===== src/rtl/pipe_trace_pkg.sv =====
// ============================================================================
// Module      : pipe_trace_pkg
// Description : Shared ASCII constants, hex helper, line length and FSM states
//               for the pipeline trace UART transmitter.
// Revision    : 1.0 - initial release
// ============================================================================
`default_nettype none

package pipe_trace_pkg;

  localparam logic [7:0] ASCII_SP = 8'h20;
  localparam logic [7:0] ASCII_CR = 8'h0D;
  localparam logic [7:0] ASCII_LF = 8'h0A;

  typedef enum logic [1:0] {
    ST_IDLE  = 2'd0,
    ST_SEND  = 2'd1,
    ST_DRAIN = 2'd2
  } trace_state_e;

  // Hex digits plus one separator per word, plus the trailing LF
  function automatic int nchars(input int nstages, input int word_w);
    return nstages * (word_w / 4 + 1) + 1;
  endfunction

  function automatic logic [7:0] hex2ascii(input logic [3:0] nib);
    return (nib < 4'd10) ? (8'h30 + {4'h0, nib}) : (8'h37 + {4'h0, nib});
  endfunction

endpackage

`default_nettype wire


===== src/rtl/uart_byte_tx.sv =====
// ============================================================================
// Module      : uart_byte_tx
// Description : 8N1 byte serializer with valid/ready; accepts the next byte in
//               the final stop-bit cycle so characters run back-to-back.
// Revision    : 1.0 - initial release
// ============================================================================
`default_nettype none

module uart_byte_tx #(
  parameter int DIV = 434
) (
  input  logic       clk,
  input  logic       reset,
  input  logic       valid_i,
  input  logic [7:0] data_i,
  output logic       ready_o,
  output logic       tx_o
);

  typedef enum logic [1:0] {
    S_IDLE  = 2'd0,
    S_START = 2'd1,
    S_DATA  = 2'd2,
    S_STOP  = 2'd3
  } ser_state_e;

  localparam int                 c_cnt_w = (DIV > 1) ? $clog2(DIV) : 1;
  localparam logic [c_cnt_w-1:0] c_last  = c_cnt_w'(DIV - 1);

  ser_state_e         r_state, w_state_nxt;
  logic [c_cnt_w-1:0] r_baud, w_baud_nxt;
  logic [2:0]         r_bit, w_bit_nxt;
  logic [7:0]         r_shift, w_shift_nxt;
  logic               r_tx, w_tx_nxt;
  logic               w_bit_done;

  always_ff @(posedge clk or posedge reset) begin
    if (reset) begin
      r_state <= S_IDLE;
      r_baud  <= '0;
      r_bit   <= '0;
      r_shift <= '0;
      r_tx    <= 1'b1;
    end else begin
      r_state <= w_state_nxt;
      r_baud  <= w_baud_nxt;
      r_bit   <= w_bit_nxt;
      r_shift <= w_shift_nxt;
      r_tx    <= w_tx_nxt;
    end
  end

  always_comb begin
    w_state_nxt = r_state;
    w_baud_nxt  = r_baud;
    w_bit_nxt   = r_bit;
    w_shift_nxt = r_shift;
    w_tx_nxt    = r_tx;
    ready_o     = 1'b0;
    w_bit_done  = (r_baud == c_last);

    case (r_state)
      S_IDLE: begin
        ready_o  = 1'b1;
        w_tx_nxt = 1'b1;
      end
      S_START: begin
        if (w_bit_done) begin
          w_baud_nxt  = '0;
          w_bit_nxt   = '0;
          w_tx_nxt    = r_shift[0];
          w_state_nxt = S_DATA;
        end else begin
          w_baud_nxt = r_baud + 1'b1;
        end
      end
      S_DATA: begin
        if (w_bit_done) begin
          w_baud_nxt = '0;
          if (r_bit == 3'd7) begin
            w_tx_nxt    = 1'b1;
            w_state_nxt = S_STOP;
          end else begin
            w_bit_nxt   = r_bit + 1'b1;
            w_shift_nxt = {1'b0, r_shift[7:1]};
            w_tx_nxt    = r_shift[1];
          end
        end else begin
          w_baud_nxt = r_baud + 1'b1;
        end
      end
      S_STOP: begin
        if (w_bit_done) begin
          ready_o     = 1'b1;
          w_baud_nxt  = '0;
          w_state_nxt = S_IDLE;
        end else begin
          w_baud_nxt = r_baud + 1'b1;
        end
      end
      default: w_state_nxt = S_IDLE;
    endcase

    // A handshake always launches a start bit, overriding the idle return
    if (valid_i && ready_o) begin
      w_state_nxt = S_START;
      w_baud_nxt  = '0;
      w_shift_nxt = data_i;
      w_tx_nxt    = 1'b0;
    end
  end

  assign tx_o = r_tx;

endmodule

`default_nettype wire


===== src/rtl/pipe_trace_uart_tx.sv =====
// ============================================================================
// Module      : pipe_trace_uart_tx
// Description : Latches all pipeline stage words on a snapshot strobe and sends
//               them as one uppercase-hex ASCII line over an 8N1 UART pin.
// Revision    : 1.0 - initial release
// ============================================================================
`default_nettype none

module pipe_trace_uart_tx
  import pipe_trace_pkg::*;
#(
  parameter int CLK_HZ  = 50_000_000,
  parameter int BAUD    = 115_200,
  parameter int NSTAGES = 5,
  parameter int WORD_W  = 32
) (
  input  logic                      clk,
  input  logic                      reset,
  input  logic                      snap_i,
  input  logic [NSTAGES*WORD_W-1:0] instr_i,
  output logic                      busy_o,
  output logic [7:0]                drop_cnt_o,
  output logic                      uart_tx_o
);

  localparam int c_div    = (CLK_HZ + BAUD / 2) / BAUD;
  localparam int c_digits = WORD_W / 4;
  localparam int c_group  = c_digits + 1;
  localparam int c_nchars = nchars(NSTAGES, WORD_W);
  localparam int c_idx_w  = $clog2(c_nchars);

  trace_state_e              r_state, w_state_nxt;
  logic [c_idx_w-1:0]        r_idx, w_idx_nxt;
  logic [NSTAGES*WORD_W-1:0] r_capture, w_src;
  logic                      r_busy;
  logic [7:0]                r_drop;
  logic                      w_capture;
  logic                      w_valid;
  logic                      w_ser_ready;
  logic [31:0]               w_idx32, w_stage, w_pos;
  logic [WORD_W-1:0]         w_word;
  logic [3:0]                w_nibble;
  logic [7:0]                w_char;

  // In IDLE the first character comes straight off the live bus so its start
  // bit can begin in the cycle right after the accept.
  always_comb begin
    w_src    = (r_state == ST_IDLE) ? instr_i : r_capture;
    w_idx32  = 32'(r_idx);
    w_stage  = w_idx32 / c_group;
    w_pos    = w_idx32 % c_group;
    w_word   = '0;
    w_nibble = '0;
    for (int s = 0; s < NSTAGES; s++) begin
      if (w_stage == 32'(s)) w_word = w_src[s*WORD_W +: WORD_W];
    end
    for (int n = 0; n < c_digits; n++) begin
      if (w_pos == 32'(c_digits - 1 - n)) w_nibble = w_word[n*4 +: 4];
    end
    if (w_idx32 == 32'(c_nchars - 1))       w_char = ASCII_LF;
    else if (w_pos < 32'(c_digits))         w_char = hex2ascii(w_nibble);
    else if (w_stage == 32'(NSTAGES - 1))   w_char = ASCII_CR;
    else                                    w_char = ASCII_SP;
  end

  always_comb begin
    w_state_nxt = r_state;
    w_idx_nxt   = r_idx;
    w_valid     = 1'b0;
    w_capture   = 1'b0;
    case (r_state)
      ST_IDLE: begin
        w_valid = snap_i;
        if (snap_i && w_ser_ready) begin
          w_capture   = 1'b1;
          w_idx_nxt   = c_idx_w'(1);
          w_state_nxt = ST_SEND;
        end
      end
      ST_SEND: begin
        w_valid = 1'b1;
        if (w_ser_ready) begin
          if (r_idx == c_idx_w'(c_nchars - 1)) begin
            w_idx_nxt   = '0;
            w_state_nxt = ST_DRAIN;
          end else begin
            w_idx_nxt = r_idx + 1'b1;
          end
        end
      end
      ST_DRAIN: begin
        if (w_ser_ready) w_state_nxt = ST_IDLE;
      end
      default: w_state_nxt = ST_IDLE;
    endcase
  end

  always_ff @(posedge clk or posedge reset) begin
    if (reset) begin
      r_state   <= ST_IDLE;
      r_idx     <= '0;
      r_capture <= '0;
      r_busy    <= 1'b0;
      r_drop    <= '0;
    end else begin
      r_state <= w_state_nxt;
      r_idx   <= w_idx_nxt;
      r_busy  <= (w_state_nxt != ST_IDLE);
      if (w_capture) r_capture <= instr_i;
      if (snap_i && r_busy && (r_drop != 8'hFF)) r_drop <= r_drop + 8'd1;
    end
  end

  uart_byte_tx #(
    .DIV (c_div)
  ) u_ser (
    .clk     (clk),
    .reset   (reset),
    .valid_i (w_valid),
    .data_i  (w_char),
    .ready_o (w_ser_ready),
    .tx_o    (uart_tx_o)
  );

  assign busy_o     = r_busy;
  assign drop_cnt_o = r_drop;

endmodule

`default_nettype wire

===== config.mk =====
export PLATFORM = sky130hd
export DESIGN_NAME = pipe_trace_uart_tx
export DESIGN_NICKNAME = d
export VERILOG_FILES = /design/src/rtl/pipe_trace_pkg.sv /design/src/rtl/uart_byte_tx.sv /design/src/rtl/pipe_trace_uart_tx.sv
export SDC_FILE = /design/constraint.sdc
export NUM_CORES = 1
export LEC_CHECK = 0
export CORE_UTILIZATION = 60
export CTS_CLUSTER_SIZE = 20
export DETAILED_ROUTE_END_ITERATION = 7
export HOLD_SLACK_MARGIN = 0.12
export PLACE_DENSITY = 0.87
export SETUP_SLACK_MARGIN = 0.3
export SLEW_MARGIN = 20
export SYNTH_ARGS = -nofsm -noshare
export SYNTH_HDL_FRONTEND = slang
export SYNTH_SLANG_ARGS = --single-unit

===== constraint.sdc =====
create_clock -name clk -period 17.48 [get_ports clk]
set_input_delay 1.748 -clock clk [delete_from_list [all_inputs] [get_ports clk]]
set_output_delay 1.748 -clock clk [all_outputs]
set_load 0.02 [all_outputs]

* After elaboration in Yosys (flattened, before gate mapping)
Cells that the tools add are included.
** Word-level totals
- Flip-flop bits (word level) :: 200
- Input port bits :: 163
- Word-level logic and storage cells :: 126
** Operators by class
- $add $sub $neg :: 6
- Div/mod/pow operators :: 2
- Magnitude comparators :: 2
- Eq/ne operators :: 30
- Mux-type cells :: 54
- Reduce and logical (&&, ||, !) cells :: 22
** Operator list (number)
- 32-bit by 3-bit == test with 1-bit output (second input constant) :: 5
- 160-bit 2-to-1 mux :: 1
- 32-bit 2-to-1 mux :: 5
- 32-bit by 2-bit == test with 1-bit output (second input constant) :: 4
- 32-bit by 1-bit == test with 1-bit output (second input constant) :: 2
- 32-bit zero test :: 2
- 6-bit by 4-bit divider with 32-bit output (second input constant) :: 1
- 32-bit by 4-bit < comparator with 1-bit output (second input constant) :: 1
- 6-bit by 4-bit remainder unit with 32-bit output (second input constant) :: 1
- 4-bit 2-to-1 mux :: 8
- 8-bit 2-to-1 mux :: 4
- 9-bit 2-to-1 mux :: 3
- 6-bit 2-to-1 mux :: 4
- 7-bit 2-to-1 mux :: 3
- 2-bit 2-to-1 mux :: 9
- 6-bit by 4-bit adder with 7-bit output (first input constant) :: 2
- 3-bit by 1-bit != test with 1-bit output (second input constant) :: 4
- 2-bit one-hot mux with 3 select lines :: 2
- 6-bit one-hot mux with 2 select lines :: 1
- 2-bit nonzero test :: 6
- 9-bit by 1-bit adder with 9-bit output (second input constant) :: 1
- 9-bit == test (second input constant) :: 1
- 3-bit 2-to-1 mux :: 3
- 3-bit AND reduction :: 3
- other kinds (21) :: 40

* Logic depth before layout (Yosys ltp)
- Depth after elaboration :: 20
- Mapped depth :: 30
- Gate-level depth less buffers :: 25

* Cells and area by module
Synthesis repeated with hierarchy kept, for this count alone.
** Unflattened totals
- Cell total of the unflattened synthesis :: 1189
- Area, all modules :: 12236.7 µm²
** Modules (own cells, without submodules)
- pipe_trace_uart_tx :: instances 1, cells each 1062, area an instance 10816.6 µm², sequential area each 4429.2 µm²
- uart_byte_tx :: instances 1, cells each 127, area an instance 1420.1 µm², sequential area each 576.8 µm²

* Worst setup path before layout
Ideal clock, no wire load.
- Path kind :: reg2reg
- Start :: register r_idx[2]
- End :: register u_ser.r_shift[4]
- Setup time :: 0.126 ns
- Data arrival time :: 5.626 ns
- Required time :: 17.354 ns
- Slack :: 11.728 ns
- Cell stages (with the launch flop) :: 29
- Buffers on the path :: 4
- Cell sequence :: dfrtp_1 > clkbuf_1 > nor2b_1 > nor2_1 > ha_1 > nor2b_1 > o21a_1 > or3_1 > buf_4 > nor2_2 > xnor2_1 > inv_1 > ha_1 > nand2_1 > a2111o_1 > nand3_4 > nor4_2 > buf_4 > buf_2 > mux4_2 > nand2_1 > a31oi_1 > nor4_1 > o21ai_0 > inv_1 > ha_1 > nor2b_1 > o21ai_1 > a221o_1
** On the way
- Longest elaborated chain between the ends :: 20
** Ends and longest elaborated chain
- start: declaration :: line pipe_trace_uart_tx.sv:33 : logic [c_idx_w-1:0] r_idx, w_idx_nxt;
- start signal: assignment :: line pipe_trace_uart_tx.sv:107 : r_idx <= w_idx_nxt;
- 6-bit by 4-bit divider with 32-bit output :: line pipe_trace_uart_tx.sv:50 : w_stage = w_idx32 / c_group;
- 32-bit zero test :: line pipe_trace_uart_tx.sv:55 : if (w_stage == 32'(s)) w_word = w_src[s*WORD_W +: WORD_W];
- 32-bit 2-to-1 mux (5 in series) :: line pipe_trace_uart_tx.sv:55
- 4-bit 2-to-1 mux (8 in series) :: line pipe_trace_uart_tx.sv:58 : if (w_pos == 32'(c_digits - 1 - n)) w_nibble = w_word[n*4 +: 4];
- 6-bit by 4-bit adder with 7-bit output or 4-bit < comparator (tied branches) :: line pipe_trace_pkg.sv:27 : return (nib < 4'd10) ? (8'h30 + {4'h0, nib}) : (8'h37 + {4'h0, nib});
- 7-bit 2-to-1 mux :: line pipe_trace_pkg.sv:27
- 7-bit 2-to-1 mux :: line pipe_trace_uart_tx.sv:61 : else if (w_pos < 32'(c_digits)) w_char = hex2ascii(w_nibble);
- 7-bit 2-to-1 mux * :: line pipe_trace_uart_tx.sv:60 : if (w_idx32 == 32'(c_nchars - 1)) w_char = ASCII_LF;
- 8-bit 2-to-1 mux * :: line uart_byte_tx.sv:105 : if (valid_i && ready_o) begin
- end signal: assignment :: line uart_byte_tx.sv:48 : r_shift <= w_shift_nxt;
- end: declaration :: line uart_byte_tx.sv:33 : logic [7:0] r_shift, w_shift_nxt;
Mark *: on every way between the ends. The rest lies on a longest branch, timed or not.
A chain may end at the register's enable or synchronous reset.

* Worst setup path after layout
- Start :: register r_idx[5]
- End :: register u_ser.r_shift[4]
Same word-level chain as after synthesis.

==> results by group <==
Finish
  – Multi-input gate area: slightly below 7000 um2
  – Share of layout cells above drive strength 1: between 10% and 20%
  – Synth-to-Final Area Change: 19.8%
  – # fillers: 1377
  – Storage element area: 4980 um2
  – # diodes: 0
  – Util after Layout: 74.4%
  – Nets: 1544
  – Most frequent cells in the layout: dfrtp_1, nand2_1, clkdlybuf4s50_1
  – Commonest non-fill, non-tap cell in the layout: dfrtp_1

Setup path
  – Crit Path Class: reg2reg
  – Crit path arrival time: just under 8 ns
  – Crit Path Max Fanout: 37
  – Setup crit start kind: flip-flop
  – CP Capture Type: flip-flop
  – Worst endpoint required time: 17.81 ns
  – Reg2reg path depth: 22

Synth
  – Number of synthesized flops with an enable pin: 0
  – Leading post-synthesis cells by cell area: dfrtp_1, mux2_2, mux2i_1, nand2_1, a21oi_1
  – Syn avg cell area: 9.91 um2
  – Yosys cell types: 89
  – Cells after synthesis: 1240
  – #FFs+latches synth: 199
  – Simple-Gate Fraction of Synth Area: 14.7%
  – Synth Flop Type: dfrtp_1
  – Post-Syn Area: 12300 um2
  – Complex-gate fraction of the synthesized area: 15.6%
  – Syn_nets: 1425
  – Xor and xnor area share after synthesis: 0.998%
  – Post-synth top area share: 40.3%
  – Sequential area share after synthesis: 40.5%
  – Area leader, netlist: dfrtp_1
  – Fraction of registers with async set/reset: 100%
  – Area share of fa/ha/maj cells after synthesis: 2.32%
  – Largest family of logic cells by synthesized area: multiplexers
  – Mux contribution to synthesized area: ~23%
  – Ys Warns: 0

Pwr
  – Power per standard cell area: 67.7 nW/um2
  – Maximum VDD drop: ~0.063 mV
  – Leakage: 7.03 nW

Clocking
  – CTS Buf Count: 17
  – CTS-repair resized insts: 0
  – Clock sink total: 199
  – Latest clock arrival within the worst-skew pair: 0.45 ns
  – CTS tree: done
  – CTS hold repair buffers: 0
  – # Post-CTS Setup Buffers: 0
  – Root buf cell: clkbuf_16
  – H-tree depth: 4
  – Worst-path clk slew: around 0.08 ns
  – CTS Buffer Depth: 2

Timing
  – Final Cycle Share: between 40% and 50%
  – Final setup violation count: 0
  – Max Slew Vio Count: 0
  – Slew at the pin closest to its max-slew limit: about 1.1 ns
  – PnR worst setup slack: 10.02 ns
  – Setup TNS: 0 ns
  – Max Clock Skew: 0.0136 ns
  – Relative max-transition margin: 25.7%
  – Hold Vio Cnt, Final: 0
  – RSZ-0062 raised after global routing: no
  – Fin crit period: 7.46 ns
  – FMAX: 134 MHz

Die
  – Die H: 145 um
  – Core Area: 19800 um2
  – # rows: slightly above 50
  – Die X: about 150 um
  – Die area: 21100 um2
  – IO Count: about 170
  – Initial Util: 62.1%

Global route
  – Vias in the first global route: 10600
  – Largest net degree at the start of global routing: around 130
  – Total Routing Usage GR: between 30% and 40%
  – Grt ovf: 0
  – First-pass GRT wire length: 56.7 mm
  – Initial antenna violation count: 0

Placed design
  – Pre-CTS setup slack: approximately 10 ns
  – Global placer's final weighted congestion: 0.979
  – Detailed placement HPWL: 24.3 mm
  – # port buffers: 172

Worst hold path
  – WHS Path Cells: 1
  – Min-delay worst type: reg2reg

Detailed routing
  – Iter 0 DRT Violations: between 1000 and 1500
  – Drt first pass iters: 5
  – Wire length per cell: 21.4 um
  – Detailed Route WL: 35.1 mm
  – Via count: 10600
  – Antenna Nets Post-Route: 0
  – Avg Vias per Cell: around 6.5
  – Post-route DRC: 0

Flow run
  – Maxcap violations: 0

Outcome
  – Outcome: complete, no violations
## per-stage QoR
stage                     power [W]  instance area (um2)  instances  hold slack (ns)
after floorplan            0.000530                12300       1240            0.449
after global placement     0.000586                14100       1605            0.474
after detailed placement   0.000589                14100       1605            0.490
after CTS                  0.000996                14700       1637            0.501
after global routing        0.00103                14700       1637            0.519
final                      0.000996                14700       1637            0.501
## power breakdown
part           internal, W  total (W)  switching, W
Clock             0.000207   0.000412      0.000204
Combinational    0.0000540   0.000105     0.0000512
Sequential        0.000468   0.000479     0.0000112
Total             0.000729   0.000996      0.000267
## critical path, cell delays in order (launching register included)
cell and delay, ns:
dfrtp_1 0.82, nand2b_1 0.21, nor2_1 0.16, nor2_1 0.12, ha_1 0.27, nor2b_1 0.16
o21a_1 0.23, or3_1 0.58, nor2_2 0.41, xnor2_1 0.25, inv_1 0.19, ha_1 0.28
nand2_1 0.09, a2111o_1 0.20, and3_1 0.45, nand4_4 0.62, o2bb2ai_1 0.66, a32o_1 0.25
a221oi_1 0.08, nor3_1 0.53, o21a_1 0.26, o21ai_1 0.11, a221o_1 0.36
## synthesized netlist by cell type (all sizes together), types with 5 or more instances
cell type / number
o32ai: 8
inv: 18
and2: 5
o221ai: 9
nand4: 14
a211oi: 8
clkbuf: 60
nor2b: 5
nand2: 196
xor2: 5
and3: 9
ha: 22
nor4: 10
a22o: 7
mux2: 164
mux4: 7
dfrtp: 198
nor2: 57
o41ai: 5
a31oi: 11
or3: 9
nor3: 25
o21ai: 38
a21o: 6
nand3: 23
nand4b: 5
o22ai: 20
nand2b: 7
a21oi: 89
buf: 24
xnor2: 9
o21a: 6
mux2i: 76
o31ai: 11
## cell families after synthesis
kind of cell,Yosys count
AND/OR/NAND/NOR,383
XOR/XNOR,14
multiplexers,247
buffers and inverters,102
AO/OA/AOI/OAI,272
adder cells (fa/ha/maj),23
flip-flops,199
## worst paths after layout
| path | from | end | slack (ns) |
|---|---|---|---|
| max | r_idx[5] | u_ser.r_shift[4] | 10.02 |
| min | drop_cnt_o[4] | drop_cnt_o[4] | 0.50 |
| max reg2reg | r_idx[5] | u_ser.r_shift[4] | 10.02 |
| min reg2reg | drop_cnt_o[4] | drop_cnt_o[4] | 0.50 |
| max in group asynchronous | reset | r_capture[0] | 14.15 |
| min in group asynchronous | reset | r_capture[41] | 1.86 |
## metal layers
metal	vias up	routed length (um)	GRT usage (%)
li1	4789	-	-
met1	5210	14000	43.0
met2	502	17300	55.8
met3	93	2660	7.36
met4	0	1160	13.4
met5	-	0	0
## flip-flops by register name, indices dropped and copies added, names as in the netlist
| name | flops |
|---|---|
| u_ser.r_shift | 7 |
| u_ser.r_baud | 9 |
| u_ser.r_bit | 3 |
| u_ser.tx_o | 1 |
| u_ser.r_state | 2 |
| drop_cnt_o | 8 |
| r_idx | 6 |
| r_state | 2 |
| busy_o | 1 |
| r_capture | 160 |
## area by class of cell
type | instances | share of cell area (%)
clock buffers | 18 | 2.92
clock inverters | 14 | 1.19
inverters | 18 | 0.510
multi-input cells | 939 | 47.0
flip-flops and latches | 199 | 33.8
well taps | 265 | 2.25
repair buffers | 184 | 12.3
Note: power is estimated with default switching activity, not from simulation.
